`src/rtl/dcim_pkg.sv`:
```
// Shared types and constants for the DCIM input sequencer.
// Holds the FSM state enum, default widths and the bit-index width helper.
package dcim_pkg;

    typedef enum logic [1:0] {
        IDLE   = 2'd0,
        STREAM = 2'd1,
        DRAIN  = 2'd2
    } seq_state_e;

    localparam int ACC_W_DEF   = 51;
    localparam int IN_BITS_DEF = 8;
    localparam int BIDX_W_DEF  = $clog2(IN_BITS_DEF);

    // Width of a counter that indexes n bit-planes; never narrower than one bit.
    function automatic int idx_width(input int n);
        return (n > 1) ? $clog2(n) : 1;
    endfunction

endpackage

```
`src/rtl/dcim_out_buf.sv`:
```
// Result storage behind the sequencer: one register, or a 2-entry FIFO when
// DCIM_OUT_BUF_EN is defined. space_o already counts a pop in the same cycle.
module dcim_out_buf #(
    parameter int W = 51
) (
    input  logic         clk,
    input  logic         rst,
    input  logic         push_i,
    input  logic [W-1:0] data_i,
    input  logic         pop_ready_i,
    output logic         space_o,
    output logic         valid_o,
    output logic [W-1:0] data_o
);

`ifdef DCIM_OUT_BUF_EN
    logic [W-1:0] mem_q [2];
    logic         wptr_q;
    logic         rptr_q;
    logic [1:0]   cnt_q;
    logic         pop;
    logic         push_ok;

    assign pop     = (cnt_q != 2'd0) && pop_ready_i;
    assign space_o = (cnt_q != 2'd2) || pop;
    assign push_ok = push_i && space_o;
    assign valid_o = (cnt_q != 2'd0);
    assign data_o  = mem_q[rptr_q];

    always_ff @(posedge clk or posedge rst) begin
        if (rst) begin
            for (int i = 0; i < 2; i++) mem_q[i] <= '0;
            wptr_q <= 1'b0;
            rptr_q <= 1'b0;
            cnt_q  <= 2'd0;
        end else begin
            if (push_ok) begin
                mem_q[wptr_q] <= data_i;
                wptr_q        <= ~wptr_q;
            end
            if (pop) rptr_q <= ~rptr_q;
            cnt_q <= cnt_q + {1'b0, push_ok} - {1'b0, pop};
        end
    end
`else
    logic         valid_q;
    logic [W-1:0] data_q;
    logic         pop;

    assign pop     = valid_q && pop_ready_i;
    assign space_o = !valid_q || pop_ready_i;
    assign valid_o = valid_q;
    assign data_o  = data_q;

    always_ff @(posedge clk or posedge rst) begin
        if (rst) begin
            valid_q <= 1'b0;
            data_q  <= '0;
        end else if (push_i && space_o) begin
            valid_q <= 1'b1;
            data_q  <= data_i;
        end else if (pop) begin
            valid_q <= 1'b0;
        end
    end
`endif

endmodule

```
`src/rtl/dcim_input_sequencer.sv`:
```
// Streams an input vector to the DCIM macro as MSB-first bit-planes, drives the
// accumulator clear (st) and captures its result. DCIM_OUT_BUF_EN selects a 2-deep result FIFO.
module dcim_input_sequencer
    import dcim_pkg::*;
#(
    parameter int ROWS    = 64,
    parameter int IN_BITS = IN_BITS_DEF,
    parameter int PS_LAT  = 0,
    parameter int ACC_W   = ACC_W_DEF
) (
    input  logic                    clk,
    input  logic                    rst,
    input  logic                    in_valid,
    output logic                    in_ready,
    input  logic [ROWS*IN_BITS-1:0] in_data,
    output logic [ROWS-1:0]         plane,
    output logic                    plane_en,
    output logic                    st,
    input  logic [ACC_W-1:0]        acc_nout,
    output logic                    out_valid,
    input  logic                    out_ready,
    output logic [ACC_W-1:0]        out_data,
    output logic                    busy
);

    localparam int BIDX_W = idx_width(IN_BITS);
    localparam int DR_W   = 3;

    seq_state_e         state_q;
    logic [BIDX_W-1:0]  bit_q;
    logic [DR_W-1:0]    drain_q;
    logic [IN_BITS-1:0] rows_q [ROWS];
    logic [IN_BITS-1:0] row_in [ROWS];
    logic [ROWS-1:0]    plane_load;
    logic [ROWS-1:0]    plane_shift;
    logic [ROWS-1:0]    plane_q;
    logic               plane_en_q;
    logic               en_d;
    logic               buf_space;
    logic               accept;
    logic               capture;

    // Each row is a left shifter; its MSB is always the next plane bit to send.
    genvar gi;
    generate
        for (gi = 0; gi < ROWS; gi++) begin : g_row
            assign row_in[gi]      = in_data[gi*IN_BITS +: IN_BITS];
            assign plane_load[gi]  = row_in[gi][IN_BITS-1];
            assign plane_shift[gi] = rows_q[gi][IN_BITS-1];
        end
    endgenerate

    assign in_ready = (state_q == IDLE) && buf_space && !rst;
    assign accept   = in_valid && in_ready;
    assign capture  = (state_q == DRAIN) && (drain_q == '0);
    assign busy     = (state_q != IDLE);
    assign plane    = plane_q;
    assign plane_en = plane_en_q;

    always_ff @(posedge clk or posedge rst) begin
        if (rst) begin
            state_q    <= IDLE;
            bit_q      <= '0;
            drain_q    <= '0;
            plane_q    <= '0;
            plane_en_q <= 1'b0;
            for (int r = 0; r < ROWS; r++) rows_q[r] <= '0;
        end else begin
            unique case (state_q)
                IDLE: begin
                    if (accept) begin
                        state_q    <= STREAM;
                        bit_q      <= BIDX_W'(IN_BITS - 1);
                        plane_q    <= plane_load;
                        plane_en_q <= 1'b1;
                        for (int r = 0; r < ROWS; r++) rows_q[r] <= row_in[r] << 1;
                    end
                end
                STREAM: begin
                    if (bit_q == '0) begin
                        state_q    <= DRAIN;
                        drain_q    <= DR_W'(PS_LAT);
                        plane_q    <= '0;
                        plane_en_q <= 1'b0;
                    end else begin
                        bit_q   <= bit_q - 1'b1;
                        plane_q <= plane_shift;
                        for (int r = 0; r < ROWS; r++) rows_q[r] <= rows_q[r] << 1;
                    end
                end
                DRAIN: begin
                    if (drain_q == '0) state_q <= IDLE;
                    else               drain_q <= drain_q - 1'b1;
                end
                default: state_q <= IDLE;
            endcase
        end
    end

    // en_d lines st up with the partial sum arriving PS_LAT cycles after its plane.
    generate
        if (PS_LAT == 0) begin : g_no_dly
            assign en_d = plane_en_q;
        end else begin : g_dly
            logic [PS_LAT-1:0] dly_q;
            always_ff @(posedge clk or posedge rst) begin
                if (rst) dly_q <= '0;
                else     dly_q <= (dly_q << 1) | PS_LAT'(plane_en_q);
            end
            assign en_d = dly_q[PS_LAT-1];
        end
    endgenerate

    assign st = ~en_d;

    dcim_out_buf #(
        .W (ACC_W)
    ) u_out_buf (
        .clk         (clk),
        .rst         (rst),
        .push_i      (capture),
        .data_i      (acc_nout),
        .pop_ready_i (out_ready),
        .space_o     (buf_space),
        .valid_o     (out_valid),
        .data_o      (out_data)
    );

endmodule

```
`config.mk`:
```
export PLATFORM = sky130hd
export DESIGN_NAME = dcim_input_sequencer
export DESIGN_NICKNAME = d
export VERILOG_FILES = /design/src/rtl/dcim_pkg.sv /design/src/rtl/dcim_out_buf.sv /design/src/rtl/dcim_input_sequencer.sv
export SDC_FILE = /design/constraint.sdc
export NUM_CORES = 2
export LEC_CHECK = 0
export ABC_AREA = 1
export CELL_PAD_IN_SITES_DETAIL_PLACEMENT = 1
export CELL_PAD_IN_SITES_GLOBAL_PLACEMENT = 2
export CORE_AREA = 2 2 300 302
export DETAILED_ROUTE_END_ITERATION = 8
export DIE_AREA = 0 0 302 304
export DONT_BUFFER_PORTS = 1
export PLACE_DENSITY_LB_ADDON = 0.05
export REMOVE_ABC_BUFFERS = 1
export SYNTH_ARGS = -nofsm -noshare
export SYNTH_HDL_FRONTEND = slang
export SYNTH_SLANG_ARGS = --single-unit
```
`constraint.sdc`:
```
create_clock -name clk -period 19 [get_ports clk]
set_input_delay 2.85 -clock clk [delete_from_list [all_inputs] [get_ports clk]]
set_output_delay 2.85 -clock clk [all_outputs]
set_load 0.01 [all_outputs]
```
; After elaboration in Yosys (flattened, before gate mapping)
; Index checks and enable logic that the tools add are counted.
[op_classes]
n_bitwise = 1
eq_ne = 7
reduce_logical = 21
n_shift = 0
mux = 21
addsub = 2
mul = 0
order_cmp = 0
div = 0
[ops]
columns = cell, n
row1 = 512-bit 2-to-1 mux, 2
row2 = 512-bit case mux with 2 select lines, 1
row3 = 64-bit 2-to-1 mux, 2
row4 = 64-bit case mux with 2 select lines, 1
row5 = 3-bit 2-to-1 mux, 4
row6 = 3-bit case mux with 2 select lines, 2
row7 = 3-bit AND reduction, 4
row8 = 2-bit inequality test (second input constant), 4
row9 = 2-bit nonzero test, 4
row10 = 1-bit logical AND, 6
row11 = 3-bit logical NOT, 2
row12 = 2-bit 2-to-1 mux, 3
row13 = 2-bit case mux with 3 select lines, 1
row14 = 3-bit by 1-bit subtractor with 3-bit output (second input constant), 2
row15 = 1-bit 2-to-1 mux, 4
row16 = 2-bit by 1-bit == test with 1-bit output (second input constant), 1
row17 = 2-bit == test (second input constant), 1
row18 = 1-bit logical NOT, 2
row19 = 2-bit logical NOT, 1
row20 = 2-bit by 1-bit inequality test with 1-bit output (second input constant), 1
row21 = 1-bit case mux with 2 select lines, 1
row22 = 2-bit AND reduction, 1
row23 = 1-bit logical OR, 1
row24 = 1-bit NOT, 1
[word_totals]
output_inout_bits = 120
mem_bits_rw = 0
n_memories = 0
latch_bits = 0
reg_bits = 637
mem_bits_ro = 0
elab_cells = 123
inputBits = 567

; Logic depth before layout (Yosys ltp)
[logic_depth]
ltp_word = 7
depth_mapped = 11
ltp_nobuf = 9

; Modules after synthesis
; A second synthesis with hierarchy kept.
[hier_totals]
cells_unflattened = 3980
hier_area_um2 = 28497.3
[by_module_without_submodules]
columns = module, seq_area_each_um2, cells_each, area_per_inst_um2, n_inst
row1 = dcim_input_sequencer, 13037.5, 3754, 26384.1, 1
row2 = dcim_out_buf, 1301.2, 226, 2113.3, 1

; Worst setup path before layout
; Ideal clock, no wire load.
[synth_path]
path_type = input to register
startpoint = input port rst
endpoint = register rows_q[34] (netlist name)
setup_time_ps = 65
required_ps = 18935
arrival_time_ps = 16827
setup_slack_ps = 2108
cell_stages = 7
path_cell_list = inv_1 > nand4_2 > nand2_2 > buf_2 > buf_2 > nand2_1 > nand2_1
[synth_via]
elab_chain_len = 5
[synth_rtl]
columns = element, line_no
row1 = "start, declared", dcim_input_sequencer.sv:12  ; input logic rst,
row2 = 1-bit logical NOT (no source line), --
row3 = 1-bit logical AND, dcim_input_sequencer.sv:53  ; assign in_ready = (state_q == IDLE) && buf_space && !rst;
row4 = 1-bit logical AND, dcim_input_sequencer.sv:54  ; assign accept = in_valid && in_ready;
row5 = 2-bit inequality test (no source line), --
row6 = 3-bit AND reduction (no source line), --
row7 = "end, declared", dcim_input_sequencer.sv:32  ; logic [IN_BITS-1:0] rows_q [ROWS];
; No other way between the ends.
; A chain may end at the register's enable or synchronous reset.

; Final worst setup path
[layout_path]
startpoint = input port out_ready
endpoint = output port in_ready
[layout_via]
elab_chain_len = 3
[layout_rtl]
columns = element, line_no
row1 = "start, declared", dcim_input_sequencer.sv:21  ; input logic out_ready,
row2 = 1-bit logical OR, dcim_out_buf.sv:51  ; assign space_o = !valid_q || pop_ready_i;
row3 = 1-bit logical AND (2 in series), dcim_input_sequencer.sv:53
row4 = "end, declared", dcim_input_sequencer.sv:14  ; output logic in_ready,
; No other way between the ends.

==> metrics.yaml <==
outcome:
  outcome: "finished, final reports clean"
yosys:
  synth_area_um2: 28200
  yosys_warnings: 0
  ys_top_cells_by_area: "dfrtp_1, nand2_1, nand3_1"
  synth.distinct_cells: 21
  synth_area_leader_cell: "dfrtp_1"
  ys_async_sr_fraction: 1.00
  seq_area_frac_synth: 0.509
  synth_top_area_share: 0.509
  synthTopCellsByCount: "nand2_1, dfrtp_1, nand3_1, buf_2, nand4_1"
  synth_ff_type: "dfrtp_1"
  synth_edf_count: 0
  netlist_instances: 3960
  syn_avg_cell_area_um2: 7.12
  synth_most_common_cell: "nand2_1"
  ys_seq_elements: 573
floorplanning:
  ios: 687
  dieArea_um2: 91800
  die_w_um: 302
  core_um2: 89000
  rows: 110
  start_util: 0.317
  fp.dieH_um: 304
drt:
  vias: 24600
  avgRoutedWirePerCell_um: 21.1
  first_pass_iters: 5
  vias_per_cell: 4.89
  drtIter0Drc: 1630
  ant_nets: 0
  drcViolationCount: 0
  wirelength_um: 106000
setup_path:
  cp.arrival_ps: 3530
  cp_cell_sequence: "inv_1, nand2_1, inv_1, nor3_1"
  cp_data_required_time_ps: 16150
  crit_type: "in2out"
  critPathBufInv: 2
  cpPeakStageDelay_ps: 320
  end_kind: "primary output"
  slowest_stage: "nor3_1"
  start_kind: "primary input"
  crit_family: "simple AND/OR/NAND/NOR gates"
  path_max_fanout: 4
  path_common_cell: "inv_1"
timing:
  hold_viol: 0
  fmaxAchievable_mhz: 157
  fin_crit_ps: 6380
  tightest_slew_ps: 1220
  maxSlewViolCount: 0
  rsz0062_at_grt: "false"
  slew_headroom: 0.190
  fin_crit_sh: 0.336
  finClkSkew_ps: 23.6
  setup_viol_count_final: 0
placed_design:
  dpl_cell_area_um2: 28600
  io_buffers: 0
  place_congestion: 0.793
  place_hpwl_um: 68300
pwr:
  p_sw_frac: 0.456
  p_clk_frac: 0.223
  max-vdd-ir-drop_uv: 147
  power_density_nw_per_um2: 198
  p_int_mw: 3.36
  seq_power_share: 0.353
  total_power_mw: 6.16
  power_frac_comb: 0.424
  power_switching_mw: 2.81
  p_leak_nw: 17.3
global_route:
  grt_max_degree: 208
  grtUsageTotal: 0.227
  grt-ovfl-total: 0
  grt_pass1_vias: 26100
  antenna_found_initial: 48
  grt_pass1_wl_um: 162000
flow_run:
  cap_violations: 0
clock_tree:
  clk_pin_slew_ps: 60
  clock-root-buffer: "clkbuf_16"
  clockBufferDepth: 3
  clock_latency_ps: 610
  cts_buffers: 74
  clock_sinks: 573
  cts_resized: 0
  htree_num_levels: 3
  cts_hold_repair.buffers: 0
  cts_setup_buffers: 0
  cts_tree: "built"
finish:
  fin_nets: 4348
  layout-drive-gt1-share: 0.0389
  final_area_um2: 31100
  area_delta_synth_final_pct: 10.2
worst_hold_path:
  hold_path.class: "reg2reg"
-- worst min-delay path, stage by stage (launching register included) --
cell and delay [ps]:
dfrtp_1 340, nand3_1 70, nand2_1 50
-- worst paths after layout --
| check | start | end | slack (ps) | cells after the start |
|---|---|---|---|---|
| max | out_ready | in_ready | 12620 | 4 |
| min | rows_q[321] | rows_q[321] | 500 | 2 |
| max reg2reg | state_q[1] | rows_q[182] | 13330 | 10 |
| min reg2reg | rows_q[321] | rows_q[321] | 500 | 2 |
| max in group asynchronous | rst | rows_q[276] | 13750 | 4 |
| min in group asynchronous | rst | u_out_buf.data_o[32] | 2200 | 1 |
-- power groups by stage --
| stage | sequential, mW | combinational [mW] | clock [mW] |
|---|---|---|---|
| floorplan | 2.10 | 2.27 | 0 |
| global placement | 2.18 | 2.60 | 0 |
| detailed placement | 2.20 | 2.67 | 0 |
| CTS | 2.18 | 2.68 | 1.42 |
| global route | 2.25 | 3.04 | 1.47 |
| finish | 2.17 | 2.61 | 1.38 |
-- routing by layer --
metal  GRT usage  vias up  share of wire
met3      0.0552      165          0.062
li1            -    12000              -
met1       0.295    11800           0.43
met5           0        -         0.0018
met2       0.363      595           0.48
met4      0.0889       28          0.032
-- flip-flops by register name (all words and copies together) (netlist names) --
name / cells
rows_q: 384
plane: 64
plane_shift: 64
u_out_buf.data_o: 51
bit_q: 3
drain_q: 3
state_q: 2
plane_en: 1
u_out_buf.valid_o: 1
-- cell type report --
| cell class | instances | area [µm²] |
|---|---|---|
| clock buffers | 112 | 2170 |
| fillers | 11100 | 58000 |
| repair buffers | 32 | 265 |
| inverters | 17 | 91.3 |
| clock inverters | 16 | 171 |
| diodes | 35 | 87.6 |
| multi-input cells | 3079 | 12500 |
| well taps | 1176 | 1470 |
| flip-flops and latches | 573 | 14300 |
-- logic make-up after synthesis --
| kind of cell | after synthesis | synth area share |
|---|---|---|
| buffers and inverters | 308 | 0.0505 |
| XOR/XNOR | 1 | 0.000311 |
| AND/OR/NAND/NOR | 3071 | 0.438 |
| AO/OA/AOI/OAI | 3 | 0.000532 |
| adder cells (fa/ha/maj) | 4 | 0.00178 |
| flip-flops | 573 | 0.509 |
-- placed cells by master (no fill, tap or decap), drive strengths merged --
cell,instances
xnor2,1
clkinv,10
nand2,2480
inv,18
bufinv,3
nor2,7
nand3,517
nand4,66
dfrtp,573
clkbuf,112
ha,4
diode,35
buf,32
o21ai,3
nor3,1
clkinvlp,2
-- through the flow --
step                      worst slack (ps)  utilization   TNS, ps  instances  hold WS [ps]
after CTS                            12530        0.348         0       5005           501
after global placement               11980        0.322         0       4877           476
final                                12620        0.349         0       5040           497
after floorplan                     -18000            -  -8636460       3669           458
after detailed placement             11870        0.322         0       4877           487
after global routing                 12190        0.349         0       5033           517
Note: power is estimated with default switching activity, not from simulation.
